==> src/rtl/breakout_pkg.sv <==
// Shared constants, state encoding and matrix type for the breakout game-state engine.
package breakout_pkg;

    localparam logic signed [10:0] FIELD_H     = 11'sd256;
    localparam logic signed [10:0] BALL_SZ     = 11'sd4;
    localparam logic signed [10:0] BALL_HALF   = 11'sd2;
    localparam logic signed [10:0] BALL_X_MAX  = 11'sd508;
    localparam logic signed [10:0] BALL_X_INIT = 11'sd254;
    localparam logic signed [10:0] SERVE_Y     = 11'sd236;
    localparam logic signed [10:0] SERVE_DX    = 11'sd30;
    localparam logic signed [10:0] PADDLE_W    = 11'sd64;
    localparam logic signed [10:0] PADDLE_HALF = 11'sd32;
    localparam logic signed [10:0] PADDLE_Y    = 11'sd240;
    localparam logic signed [10:0] PADDLE_MAX  = 11'sd448;
    localparam logic signed [10:0] PADDLE_INIT = 11'sd224;
    localparam logic signed [10:0] GRID_X0     = 11'sd96;
    localparam logic signed [10:0] GRID_X1     = 11'sd415;
    localparam logic signed [10:0] GRID_Y0     = 11'sd32;
    localparam logic signed [10:0] GRID_Y1     = 11'sd71;
    localparam int BLK_W_LOG2 = 5;
    localparam int BLK_H_LOG2 = 3;

    typedef enum logic [1:0] {SERVE, PLAY, WIN, LOSE} state_t;

    typedef logic [0:4][0:9] matrix_t;

    function automatic logic [5:0] popcount(input matrix_t m);
        logic [49:0] flat;
        logic [5:0]  n;
        flat = m;
        n    = '0;
        for (int i = 0; i < 50; i++) n = n + {5'd0, flat[i]};
        return n;
    endfunction

endpackage

==> src/rtl/breakout_collide.sv <==
// One frame of ball physics: walls, a single block hit, paddle bounce and bottom miss.
module breakout_collide
    import breakout_pkg::*;
#(
    parameter int BALL_STEP = 2
) (
    input  logic signed [10:0] x,
    input  logic signed [10:0] y,
    input  logic               dx,
    input  logic               dy,
    input  logic signed [10:0] paddle,
    input  matrix_t            matrix,
    output logic signed [10:0] next_x,
    output logic signed [10:0] next_y,
    output logic               next_dx,
    output logic               next_dy,
    output logic [2:0]         hit_row,
    output logic [3:0]         hit_col,
    output logic               hit,
    output logic               miss
);

    localparam logic signed [10:0] STEP = 11'(BALL_STEP);

    logic signed [10:0] cx;
    logic signed [10:0] cy;
    logic               in_grid;

    always_comb begin
        next_x  = dx ? x + STEP : x - STEP;
        next_y  = dy ? y + STEP : y - STEP;
        next_dx = dx;
        next_dy = dy;
        hit     = 1'b0;

        if (next_x < 11'sd0) begin
            next_x  = 11'sd0;
            next_dx = 1'b1;
        end else if (next_x > BALL_X_MAX) begin
            next_x  = BALL_X_MAX;
            next_dx = 1'b0;
        end
        if (next_y < 11'sd0) begin
            next_y  = 11'sd0;
            next_dy = 1'b1;
        end

        // Block lookup uses the ball center at the wall-corrected position.
        cx      = next_x + BALL_HALF;
        cy      = next_y + BALL_HALF;
        in_grid = (cx >= GRID_X0) && (cx <= GRID_X1) && (cy >= GRID_Y0) && (cy <= GRID_Y1);
        hit_col = 4'((cx - GRID_X0) >>> BLK_W_LOG2);
        hit_row = 3'((cy - GRID_Y0) >>> BLK_H_LOG2);
        if (in_grid) hit = matrix[hit_row][hit_col];
        if (hit) begin
            next_dy = ~next_dy;
            next_y  = y;
        end

        if (next_dy && (y + BALL_SZ <= PADDLE_Y) && (next_y + BALL_SZ > PADDLE_Y) &&
            (next_x + BALL_SZ > paddle) && (next_x < paddle + PADDLE_W)) begin
            next_y  = PADDLE_Y - BALL_SZ;
            next_dy = 1'b0;
            next_dx = !(next_x + BALL_HALF < paddle + PADDLE_HALF);
        end

        miss = (next_y + BALL_SZ >= FIELD_H);
    end

endmodule

==> src/rtl/breakout_engine.sv <==
// Frame-rate game state for the VGA path: block matrix, paddle, ball, lives and end flags.
module breakout_engine
    import breakout_pkg::*;
#(
    parameter int          PADDLE_STEP = 4,
    parameter int          BALL_STEP   = 2,
    parameter int          LIVES       = 3,
    parameter logic [49:0] INIT_MATRIX = 50'h3_FFFF_FFFF_FFFF
) (
    input  logic       clk,
    input  logic       rst,
    input  logic       frame_tick,
    input  logic       btn_left,
    input  logic       btn_right,
    input  logic       btn_launch,
    output matrix_t    breakout_matrix,
    output logic [8:0] paddle_pos,
    output logic [8:0] ball_pos_x,
    output logic [7:0] ball_pos_y,
    output logic       player_win,
    output logic       game_over,
    output logic [1:0] lives,
    output state_t     state
);

    localparam logic signed [10:0] PSTEP      = 11'(PADDLE_STEP);
    localparam logic [5:0]         INIT_COUNT = popcount(matrix_t'(INIT_MATRIX));

    state_t     state_q, state_n;
    matrix_t    matrix_q, matrix_n;
    logic [8:0] paddle_q, paddle_n, ball_x_q, ball_x_n;
    logic [7:0] ball_y_q, ball_y_n;
    logic       dx_q, dx_n, dy_q, dy_n;
    logic [1:0] lives_q, lives_n;
    logic [5:0] count_q, count_n;
    logic       win_q, win_n, over_q, over_n;
    logic       restart;

    logic signed [10:0] pad_mv, pad_new, ball_x_s, ball_y_s, nx, ny;
    logic               ndx, ndy, hit, miss;
    logic [2:0]         hit_row;
    logic [3:0]         hit_col;

    assign ball_x_s = $signed({2'b00, ball_x_q});
    assign ball_y_s = $signed({3'b000, ball_y_q});

    always_comb begin
        pad_mv = $signed({2'b00, paddle_q});
        if (btn_left && !btn_right)      pad_mv = pad_mv - PSTEP;
        else if (btn_right && !btn_left) pad_mv = pad_mv + PSTEP;
        pad_new = pad_mv;
        if (pad_mv < 11'sd0)           pad_new = 11'sd0;
        else if (pad_mv > PADDLE_MAX)  pad_new = PADDLE_MAX;
    end

    breakout_collide #(.BALL_STEP(BALL_STEP)) u_collide (
        .x       (ball_x_s),
        .y       (ball_y_s),
        .dx      (dx_q),
        .dy      (dy_q),
        .paddle  (pad_new),
        .matrix  (matrix_q),
        .next_x  (nx),
        .next_y  (ny),
        .next_dx (ndx),
        .next_dy (ndy),
        .hit_row (hit_row),
        .hit_col (hit_col),
        .hit     (hit),
        .miss    (miss)
    );

    // Next-state values assume a frame tick; the register only commits them on one.
    always_comb begin
        state_n  = state_q;
        matrix_n = matrix_q;
        paddle_n = paddle_q;
        ball_x_n = ball_x_q;
        ball_y_n = ball_y_q;
        dx_n     = dx_q;
        dy_n     = dy_q;
        lives_n  = lives_q;
        count_n  = count_q;
        win_n    = win_q;
        over_n   = over_q;
        restart  = 1'b0;
        case (state_q)
            SERVE: begin
                paddle_n = 9'(pad_new);
                ball_x_n = 9'(pad_new + SERVE_DX);
                ball_y_n = 8'(SERVE_Y);
                if (btn_launch) begin
                    state_n = PLAY;
                    dx_n    = 1'b1;
                    dy_n    = 1'b0;
                end
            end
            PLAY: begin
                paddle_n = 9'(pad_new);
                ball_x_n = 9'(nx);
                ball_y_n = 8'(ny);
                dx_n     = ndx;
                dy_n     = ndy;
                if (hit) begin
                    matrix_n[hit_row][hit_col] = 1'b0;
                    count_n = count_q - 6'd1;
                end
                if (hit && count_q == 6'd1) begin
                    win_n   = 1'b1;
                    state_n = WIN;
                end else if (miss) begin
                    if (lives_q > 2'd1) begin
                        lives_n  = lives_q - 2'd1;
                        state_n  = SERVE;
                        ball_x_n = 9'(pad_new + SERVE_DX);
                        ball_y_n = 8'(SERVE_Y);
                        dx_n     = 1'b1;
                        dy_n     = 1'b0;
                    end else begin
                        lives_n = 2'd0;
                        over_n  = 1'b1;
                        state_n = LOSE;
                    end
                end
            end
            default: restart = btn_launch;
        endcase
    end

    always_ff @(posedge clk) begin
        if (rst || (frame_tick && restart)) begin
            state_q  <= SERVE;
            matrix_q <= matrix_t'(INIT_MATRIX);
            paddle_q <= 9'(PADDLE_INIT);
            ball_x_q <= 9'(BALL_X_INIT);
            ball_y_q <= 8'(SERVE_Y);
            dx_q     <= 1'b1;
            dy_q     <= 1'b0;
            lives_q  <= 2'(LIVES);
            count_q  <= INIT_COUNT;
            win_q    <= 1'b0;
            over_q   <= 1'b0;
        end else if (frame_tick) begin
            state_q  <= state_n;
            matrix_q <= matrix_n;
            paddle_q <= paddle_n;
            ball_x_q <= ball_x_n;
            ball_y_q <= ball_y_n;
            dx_q     <= dx_n;
            dy_q     <= dy_n;
            lives_q  <= lives_n;
            count_q  <= count_n;
            win_q    <= win_n;
            over_q   <= over_n;
        end
    end

    assign breakout_matrix = matrix_q;
    assign paddle_pos      = paddle_q;
    assign ball_pos_x      = ball_x_q;
    assign ball_pos_y      = ball_y_q;
    assign player_win      = win_q;
    assign game_over       = over_q;
    assign lives           = lives_q;
    assign state           = state_q;

endmodule
==> config.mk <==
export PLATFORM = sky130hd
export DESIGN_NAME = breakout_engine
export DESIGN_NICKNAME = d
export VERILOG_FILES = /design/src/rtl/breakout_pkg.sv /design/src/rtl/breakout_collide.sv /design/src/rtl/breakout_engine.sv
export SDC_FILE = /design/constraint.sdc
export NUM_CORES = 1
export LEC_CHECK = 0
export ABC_AREA = 1
export BUFFER_PORTS_ARGS = -buffer_cell sky130_fd_sc_hd__buf_2
export CAP_MARGIN = 0
export CORE_MARGIN = 5
export CORE_UTILIZATION = 60
export CTS_CLUSTER_SIZE = 28
export DETAILED_ROUTE_END_ITERATION = 12
export GPL_TIMING_DRIVEN = 0
export PLACE_DENSITY = 0.83
export SLEW_MARGIN = 20
export SYNTH_ARGS = -nofsm -noshare
export SYNTH_HDL_FRONTEND = slang
export SYNTH_HIERARCHICAL = 1
export SYNTH_SLANG_ARGS = --single-unit
==> constraint.sdc <==
create_clock -name clk -period 7.6 [get_ports clk]
set_input_delay 0 -clock clk [delete_from_list [all_inputs] [get_ports clk]]
set_output_delay 0 -clock clk [all_outputs]
set_load 0.03 [all_outputs]
## Word-level counts from Yosys, hierarchy flattened

Index checks and enable logic that the tools add are counted.

| word-level totals | value |
|---|---|
| flip-flop bits (word level) | 90 |
| bits of input ports | 6 |
| output and inout bits | 82 |
| word-level logic and storage cells | 146 |

| operators by class | value |
|---|---|
| add/subtract/negate cells | 19 |
| order comparisons | 20 |
| equal/unequal tests | 4 |
| mux-type cells | 53 |
| bitwise gates (word level) | 7 |
| reductions and logical operators | 28 |

Operators with widths:

| operator | count |
|---|---|
| $mux 11 | 10 |
| $and 50x50->50 | 1 |
| $not 50->50 | 1 |
| $mux 10 | 4 |
| $add 11x4->11 const B | 3 |
| $lt 11x1->1 const B | 3 |
| $bmux 10 s3 | 1 |
| $demux 10 s3 | 1 |
| $mux 9 | 3 |
| $mux 8 | 3 |
| $add 11x3->11 const B | 2 |
| $gt 11x10->1 const B | 2 |
| $lt 11x11->1 | 2 |
| $mux 1 | 19 |
| $pmux 9 s2 | 1 |
| $pmux 8 s2 | 1 |
| $logic_and 1x1->1 | 13 |
| $add 11x7->11 const B | 1 |
| $add 11x8->11 const B | 1 |
| $ge 11x10->1 const B | 1 |
| $ge 11x7->1 const B | 1 |
| $ge 11x8->1 const B | 1 |
| $gt 11x11->1 | 1 |
| $gt 11x9->1 const B | 1 |
| 41 further kinds | 54 |

## Logic depth before layout (Yosys ltp)

Gate-level depths: netlist of the first run.

| depth | value |
|---|---|
| depth in word-level cells | 26 |
| mapped depth | 48 |
| depth with buffers taken out | 47 |

## Cells and area by module

Netlist of the first run, hierarchy kept.

By module, submodules not included:

| module | times used | cells an instance | area an instance (um2) | seq. area each (um2) |
|---|---|---|---|---|
| breakout_collide | 1 | 705 | 3,881.2 | 0.0 |
| breakout_engine | 1 | 529 | 3,853.7 | 1,801.7 |

## Least setup slack after synthesis of the first run

Ideal clock, no wire load.

| timing path | value |
|---|---|
| kind | flip-flop to flip-flop |
| from | register ball_x_q[1] (netlist: ball_pos_x[1]) |
| to | register ball_x_q[2] (netlist: ball_pos_x[2]) |
| setup time | 0.126 ns |
| data arrival time | 5.511 ns |
| required time | 7.474 ns |
| setup slack | 1.964 ns |
| stages on the path, launching flop included | 43 |
| buffers on the path | 2 |
| clock period less this slack | 5.636 ns |
| cells stage by stage | dfxtp_1 -> inv_1 -> fa_1 -> inv_1 -> nand3_2 -> nand2_2 -> nand2_1 -> nand2_2 -> nand3_1 -> nor2_2 -> nand3_4 -> nand2_4 -> nor2_1 -> inv_1 -> nand2_1 -> inv_1 -> ha_1 -> inv_1 -> [7 not listed] -> nor2_2 -> nor2_2 -> nor2_4 -> nand2_2 -> buf_6 -> nand2_1 -> nand2_1 -> nand3_1 -> nand2_1 -> nand2_1 -> nand2_4 -> a21oi_1 -> nand3_1 -> nand2_1 -> clkbuf_1 -> nand3_1 -> o221ai_1 -> nand2_1 |

| on the way | value |
|---|---|
| cells in the longest elaborated chain, start to end | 24 |
| elaborated cells between the ends (all ways) | 38 |
| classes of those cells | add/sub: 7; order compare: 8; mux: 14; bitwise: 1; reduce/logical: 8 |

RTL lines:

| element | RTL line | source |
|---|---|---|
| start, declared | breakout_engine.sv:31 | `logic [8:0] paddle_q, paddle_n, ball_x_q, ball_x_n;` |
| start signal, assigned | breakout_engine.sv:135 | `ball_x_q <= 9'(BALL_X_INIT);` |
| start signal, assigned | breakout_engine.sv:147 | `ball_x_q <= ball_x_n;` |
| $sub 9x2->10 or $add 9x2->10 (tied branches) | breakout_collide.sv:30 | `next_x = dx ? x + STEP : x - STEP;` |
| $mux 11 (*) | breakout_collide.sv:30 |  |
| $gt 11x10->1 | breakout_collide.sv:39 | `end else if (next_x > BALL_X_MAX) begin` |
| $mux 11 | breakout_collide.sv:39 |  |
| $mux 11 (*) | breakout_collide.sv:36 | `if (next_x < 11'sd0) begin` |
| net nx[2] | breakout_engine.sv:39 | `logic signed [10:0] pad_mv, pad_new, ball_x_s, ball_y_s, nx, ny;` |
| $add 11x3->11 (*) | breakout_collide.sv:49 | `cx = next_x + BALL_HALF;` |
| $sub 9x8->9 (*) | breakout_collide.sv:52 | `hit_col = 4'((cx - GRID_X0) >>> BLK_W_LOG2);` |
| net hit_col[1] | breakout_engine.sv:42 | `logic [3:0] hit_col;` |
| [10 not listed] | - |  |
| $logic_and 1x1->1 | breakout_collide.sv:61 | `(next_x + BALL_SZ > paddle) && (next_x < paddle + PADDLE_W)) begin` |
| $mux 11 (*) | breakout_collide.sv:60 | `if (next_dy && (y + BALL_SZ <= PADDLE_Y) && (next_y + BALL_SZ > PADDLE_Y) &&` |
| $add 11x4->11 (*) | breakout_collide.sv:67 | `miss = (next_y + BALL_SZ >= FIELD_H);` |
| $ge 11x10->1 (*) | breakout_collide.sv:67 |  |
| net miss | breakout_engine.sv:40 | `logic ndx, ndy, hit, miss;` |
| $mux 9 (*) | breakout_engine.sv:111 | `end else if (miss) begin` |
| $mux 9 (*) | breakout_engine.sv:108 | `if (hit && count_q == 6'd1) begin` |
| $pmux 9 s2 (*) | breakout_engine.sv:87 | `case (state_q)` |

Mark *: on every way through the listed nets, which the timed path passes. The rest lies on a longest branch. The select of a mux whose other input is x is not followed.
A chain may end at the register's enable or synchronous reset.

## Worst setup path after layout of the first run

| timing path | value |
|---|---|
| from | register dx_q |
| to | register ball_x_q[4] (netlist: ball_pos_x[4]) |

| on the way | value |
|---|---|
| cells in the longest elaborated chain, start to end | 23 |
| elaborated cells between the ends (all ways) | 36 |
| classes of those cells | add/sub: 5; order compare: 8; mux: 14; bitwise: 1; reduce/logical: 8 |

RTL lines:

| element | RTL line | source |
|---|---|---|
| start, declared | breakout_engine.sv:33 | `logic dx_q, dx_n, dy_q, dy_n;` |
| start signal, assigned | breakout_engine.sv:149 | `dx_q <= dx_n;` |
| $mux 11 (*) | breakout_collide.sv:30 |  |
| $gt 11x10->1 | breakout_collide.sv:39 |  |
| $mux 11 | breakout_collide.sv:39 |  |
| $mux 11 (*) | breakout_collide.sv:36 |  |
| net nx[2] | breakout_engine.sv:39 |  |
| $add 11x3->11 (*) | breakout_collide.sv:49 |  |
| $sub 9x8->9 (*) | breakout_collide.sv:52 |  |
| net hit_col[1] | breakout_engine.sv:42 |  |
| [10 not listed] | - |  |
| $logic_and 1x1->1 | breakout_collide.sv:61 |  |
| $mux 11 (*) | breakout_collide.sv:60 |  |
| $add 11x4->11 (*) | breakout_collide.sv:67 |  |
| $ge 11x10->1 (*) | breakout_collide.sv:67 |  |
| net miss | breakout_engine.sv:40 |  |
| $mux 9 (*) | breakout_engine.sv:111 |  |
| $mux 9 (*) | breakout_engine.sv:108 |  |
| $pmux 9 s2 (*) | breakout_engine.sv:87 |  |

Marks and branches as above.

==> summary.md, run 1 <==
| Metric | Value |
|---|---|
| Initial antenna violation count | 0 |
| Min-Delay Path Class | input pin to register |
| Number of global-route vias before repair | 7,570 |
| Final Max Slew Viols | 0 |
| WS Path Type | register to register |
| GR Util All Layers | 0.295 |
| Synthesized cell area | 7700 sq um |
| Hold WS | a little over 0.06 ns |
| Starting density of the core | 0.610 |
| Row count | 41 |
| RSZ-0062 raised after global routing | false |
| Most common cell after layout, fill and taps aside | nand2_1 |
| Top-level I/O count | 88 |
| Detail Route Antenna Nets | 0 |
| Fmax | between 100 and 150 MHz |
| FILL cells | 1,180 |
| Pleak | 4.44 nW |
| Setup TNS | 0 ns |
| Post-CTS Setup Bufs | 0 |
| NetSw | between 0.001 and 0.0015 W |
| Power Total | roughly 0.0021 W |
| Port-buffer cells | 87 |
| Grt total ovfl | 0 |
| Area growth from synthesis to layout | 13.0% |
| Via density | between 5 and 6 |
| TritonCTS Sinks | 90 |
| # hold bufs at CTS | 0 |
| Reg-to-Reg Start | dx_q |
| Global-route wire length before repair | approximately 36,000 microns |
| Post-CTS sizing | 0 |
| Yosys warnings | 6 |
| Worst r2r path cells | between 40 and 50 |
| CTS clock-pin slew for the worst setup and hold paths | 0.07 ns |
| DR vias | around 8.5k |
| Worst setup EP type | register |
| Reported max-cap violation count | 0 |
| CP bufs+invs | 8 |
| Syn Inst Count | around 1.2k |
| Sw frac | 0.487 |
| Hold Path Sink | dx_q |
| Post-route minimum period | between 6 and 7 ns |
| Clock power frac | 0.212 |
| Commonest non-fill, non-tap cells in the layout | nand2_1, inv_1, nand3_1 |
| Iteration count of the initial detailed-routing pass | 6 |
| H-tree Lvls | 3 |
| Power per cell area | between 200 and 250 nW/um^2 |
| Die area | approximately 15,000 sq um |
| Status | finished, final reports clean |
| Critical Path Source Type | register |
| Routability cong. | slightly below 1 |
| Combinational share of power | 0.545 |
| Die width | about 120 microns |
| WL final | ~22,000 microns |
| Flop2flop setup slack | approximately 0.91 ns |
| DRT iter0 DRCs | 727 |
| CORE AREA | roughly 13,000 sq um |
| Max stage delay on crit path | ~0.45 ns |
| Max_slew headroom | 0.475 |
| Critical path depth in cells | ~40 |
| Max clock buf depth | 2 |
| Drt wl/cell | 14.6 microns |
| Part of the cycle the worst path needs | 0.880 |
| Multi-input gate area | around 5200 sq um |
| P_int | ~0.0011 W |
| Residual DRC count | 0 |
| CTS root buf | clkbuf_16 |
| CP Max Fanout | 10 |
| Pin count of the biggest net entering global routing | 18 |
| Sequential Power Share | 0.243 |
| Final HPWL DP | 17,200 microns |
| Hold Startpoint | btn_launch |
| Hold Path Stages | 4 |
| CP arrival | between 6 and 7 ns |
| Nets | approximately 1.4k |
| Die Ht | 123 microns |
| Crit path max-delay family | simple AND/OR/NAND/NOR gates |
| Worst-skew pair later-pin latency | 0.36 ns |
| CTS tree | done |
| Slew @ Worst Pin | 0.782 ns |
| Diodes inserted | 0 |
| CTS buffer count | 9 |
| Required time worst endpoint | 7.88 ns |
| Setup Skew | between 0.01 and 0.015 ns |
| Final setup viols | 0 |
| Slowest CP cell | dfxtp_1 |
| Reg area | around 1800 sq um |
| Layout cells sized above 1 | 0.141 |
| Cell mode on critical path | nand2_1 |
| RR Endpoint | ball_pos_x[4] |
| Avg Cell Area, Syn | 6.27 sq um |
| Peak VDD IR | about 0.15 mV |
| Endpoints failing hold | 0 |
[metal layers]
| layer | global-route usage | share of wire | up-vias | routed length, microns |
|---|---|---|---|---|
| met5 | 0 | 0 | - | 0 |
| met4 | 0.0941 | 0.023 | 0 | 517 |
| met3 | 0.0604 | 0.085 | 52 | 1880 |
| met2 | 0.490 | 0.47 | 389 | 10400 |
| met1 | 0.383 | 0.43 | 3820 | 9480 |
| li1 | - | - | 4248 | - |
[metrics by stage]
stage          setup slack, ns  instances  instance area [sq um]   util
5_1_grt                  0.352       1522                   8700  0.690
3_3_place_gp              1.19       1506                   8420  0.667
4_1_cts                   1.05       1522                   8700  0.690
6_report                 0.915       1522                   8700  0.690
3_5_place_dp              1.08       1506                   8420  0.667
2_1_floorplan             1.97       1247                   7770      -
[registers in the layout, summed over array words and instances, names as in the netlist]
signal,flops
dx_q,1
lives,2
paddle_pos,9
ball_pos_y,8
breakout_matrix,50
player_win,1
count_q,6
state,2
ball_pos_x,9
dy_q,1
game_over,1
[layout make-up]
class	count	area share
multi-input cells	961	0.599
flip-flops and latches	90	0.207
inverters	173	0.0746
repair buffers	87	0.0500
clock buffers	9	0.0259
well taps	172	0.0247
plain buffers	23	0.0124
clock inverters	7	0.00676
[worst register-to-register path, delay by kind of cell, from the launching register on]
kind	cells	cell delay, ns
AO/OA/AOI/OAI	4	0.88
adder cells (fa/ha/maj)	3	1.09
buffers and inverters	8	1.34
flip-flops	1	0.45
AND/OR/NAND/NOR	26	2.84
[how the worst max path moves through the flow]
stage	start	end	slack, ns
2_1_floorplan	ball_pos_x[1]	ball_pos_x[2]	1.97
3_3_place_gp	dx_q	ball_pos_x[8]	1.19
3_5_place_dp	dx_q	ball_pos_x[8]	1.08
4_1_cts	dx_q	ball_pos_x[4]	1.05
5_1_grt	dx_q	ball_pos_x[4]	0.35
6_report	dx_q	ball_pos_x[4]	0.91
[power by group through the flow]
stage,Clock [W],Sequential (W),Combinational [W]
global placement,0,0.000514,0.00108
global route,0.000463,0.000506,0.00126
CTS,0.000442,0.000504,0.00111
detailed placement,0,0.000515,0.00110
floorplan,0,0.000532,0.000836
finish,0.000440,0.000504,0.00113
Power figures use the tool's default switching activity.
==> inputs of run 2 (changes only) <==
--- a/config.mk
+++ b/config.mk
@@ -13,6 +13,7 @@
 export CTS_CLUSTER_SIZE = 28
 export DETAILED_ROUTE_END_ITERATION = 12
 export GPL_TIMING_DRIVEN = 0
+export MAX_ROUTING_LAYER = met4
 export PLACE_DENSITY = 0.83
 export SLEW_MARGIN = 20
 export SYNTH_ARGS = -nofsm -noshare
==> run 2 against run 1 <==
Net effect: clock-buffer cell count unchanged; highest routed layer unchanged; combinational power about the same; critical endpoint is now ball_pos_x[8]; first-iteration DRC count down 10%; sequential share of layout area about the same; sequential power about the same; cell count unchanged; die area unchanged; non-clock buffer count unchanged; worst setup slack worse by 0.052 ns; wire length down 0.68%; flip-flop and latch count unchanged; register-to-register slack worse by 0.05 ns.
==> summary.md, run 2 (same netlist as run 1, synthesis figures left out) <==
| Metric | Value |
|---|---|
| Row count | 41 (unchanged) |
| Area growth from synthesis to layout | 13.3% |
| Diodes inserted | 0 (unchanged) |
| Slew @ Worst Pin | 0.749 ns (-0.0336 ns) |
| Starting density of the core | 0.610 (unchanged) |
| Critical Path Source Type | register |
| DRT iter0 DRCs | 651 (-10%) |
| Fmax | 148 MHz (-0.77%) |
| CTS buffer count | 9 (unchanged) |
| Slowest CP cell | dfxtp_1 |
| CTS clock-pin slew for the worst setup and hold paths | 0.07 ns (about the same) |
| Residual DRC count | 0 (unchanged) |
| NetSw | 0.00100 W (-1.0%) |
| CTS tree | done |
| DR vias | 8,496 (-0.15%) |
| Setup Skew | 0.00871 ns (-0.00163 ns) |
| WL final | 22,100 microns (-0.68%) |
| # hold bufs at CTS | 0 (unchanged) |
| Cell mode on critical path | nand2_1 |
| Final Max Slew Viols | 0 (unchanged) |
| Post-CTS Setup Bufs | 0 (unchanged) |
| Commonest non-fill, non-tap cells in the layout | nand2_1, inv_1, nand3_1 |
| Routability cong. | 0.970 (+0.78%) |
| Sequential Power Share | 0.240 (-0.003) |
| WS Path Type | register to register |
| Die width | 123 microns (unchanged) |
| Sw frac | 0.477 (-0.00977) |
| Final HPWL DP | 17,200 microns (about the same) |
| RSZ-0062 raised after global routing | false |
| Hold Path Stages | 4 (unchanged) |
| Top-level I/O count | 88 (unchanged) |
| TritonCTS Sinks | 90 (unchanged) |
| Iteration count of the initial detailed-routing pass | 5 (-1) |
| H-tree Lvls | 3 (unchanged) |
| Global-route wire length before repair | 36,000 microns (+0.17%) |
| Max_slew headroom | 0.497 (+0.0225) |
| Required time worst endpoint | 7.81 ns (-0.07 ns) |
| CP Max Fanout | 10 (unchanged) |
| Max stage delay on crit path | 0.45 ns (about the same) |
| Peak VDD IR | 0.133 mV (-10%) |
| Reported max-cap violation count | 0 (unchanged) |
| Post-CTS sizing | 0 (unchanged) |
| Most common cell after layout, fill and taps aside | nand2_1 |
| Initial antenna violation count | 0 (unchanged) |
| CTS root buf | clkbuf_16 |
| Finished Core Util | 0.691 (+0.00149) |
| Combinational share of power | 0.540 (-0.005) |
| Max reg flops | 50 (unchanged) |
| Part of the cycle the worst path needs | 0.886 (+0.00679) |
| Max clock buf depth | 2 (unchanged) |
| Post-Place Cell Area | 8420 sq um (unchanged) |
| Finished Cell Area | 8720 sq um (+0.22%) |
| Layout cells sized above 1 | 0.141 (unchanged) |
| CP arrival | 6.95 ns (about the same) |
| Port-buffer cells | 87 (unchanged) |
| Pin count of the biggest net entering global routing | 17 (-1) |
| Via density | 5.58 (-0.15%) |
| Worst-skew pair later-pin latency | 0.35 ns (about the same) |
| Min-Delay Path Class | input pin to register |
| Endpoints failing hold | 0 (unchanged) |
| Worst setup EP type | register |
| Die Ht | 123 microns (unchanged) |
| Hold WS | 0.0415 ns (-0.0188 ns) |
| Nets | 1,412 (unchanged) |
| Pleak | 4.45 nW (+0.18%) |
| Number of global-route vias before repair | 7,618 (+0.63%) |
| GR Util All Layers | 0.302 (+0.00730) |
| Power per cell area | 241 nW/um^2 (+0.80%) |
| Post-route minimum period | 6.74 ns (+0.0516 ns) |
| Power Total | 0.00210 W (+1.0%) |
| Grt total ovfl | 0 (unchanged) |
| Drt wl/cell | 14.5 microns (-0.68%) |
| Final setup viols | 0 (unchanged) |
| Worst r2r path cells | 42 (+2.4%) |
| Detail Route Antenna Nets | 0 (unchanged) |
| P_int | 0.00110 W (+2.9%) |
| CORE AREA | 12,600 sq um (unchanged) |
| Status | finished, final reports clean |
| Clock power frac | 0.219 (+0.007) |
| Setup TNS | 0 ns (unchanged) |
| Die area | 15,200 sq um (unchanged) |
run 2: final timing paths:
| kind | end | slack (ns) | start |
|---|---|---|---|
| worst min-delay path | dx_q | 0.04 | btn_launch |
| worst min register to register | game_over | 0.47 | game_over |
| worst max-delay path | ball_pos_x[8] | 0.86 | dx_q |
| worst max register to register | ball_pos_x[8] | 0.86 | dx_q |
run 2: stage by stage:
step,worst slack [ns],std cells
6_report,0.863,1522
5_1_grt,0.282,1522
4_1_cts,0.958,1522
3_5_place_dp,0.982,1506
3_3_place_gp,1.13,1506
2_1_floorplan,1.97,1247
run 2: cell type report:
type	instances	area, sq um
fill	1174	3900
multi-input combinational	961	5210
timing repair buffer	87	435
tap	172	215
inverter	173	649
sequential	90	1800
clock inverter	7	77.6
clock buffer	9	225
buffer	23	108
run 2: critical path, delay by kind of cell, from the launching register on:
family,cells,cell delay (ns)
compound gates,3,0.57
fa+ha+maj,3,1.09
buf+inv,8,1.34
flops,1,0.45
simple gates,28,3.13
run 2: power by group through the flow:
| stage | Clock [W] | Sequential [W] | Combinational [W] |
|---|---|---|---|
| 2_1_floorplan | 0 | 0.000532 | 0.000836 |
| 3_3_place_gp | 0 | 0.000514 | 0.00108 |
| 3_5_place_dp | 0 | 0.000515 | 0.00110 |
| 4_1_cts | 0.000463 | 0.000504 | 0.00111 |
| 5_1_grt | 0.000485 | 0.000506 | 0.00126 |
| 6_report | 0.000460 | 0.000504 | 0.00113 |
run 2: routing by layer:
metal,part of all wire,up-vias,global-route usage
met5,0,-,-
met4,0.028,0,0.0955
met3,0.073,55,0.0508
met2,0.47,370,0.494
met1,0.43,3827,0.382
li1,-,4244,-
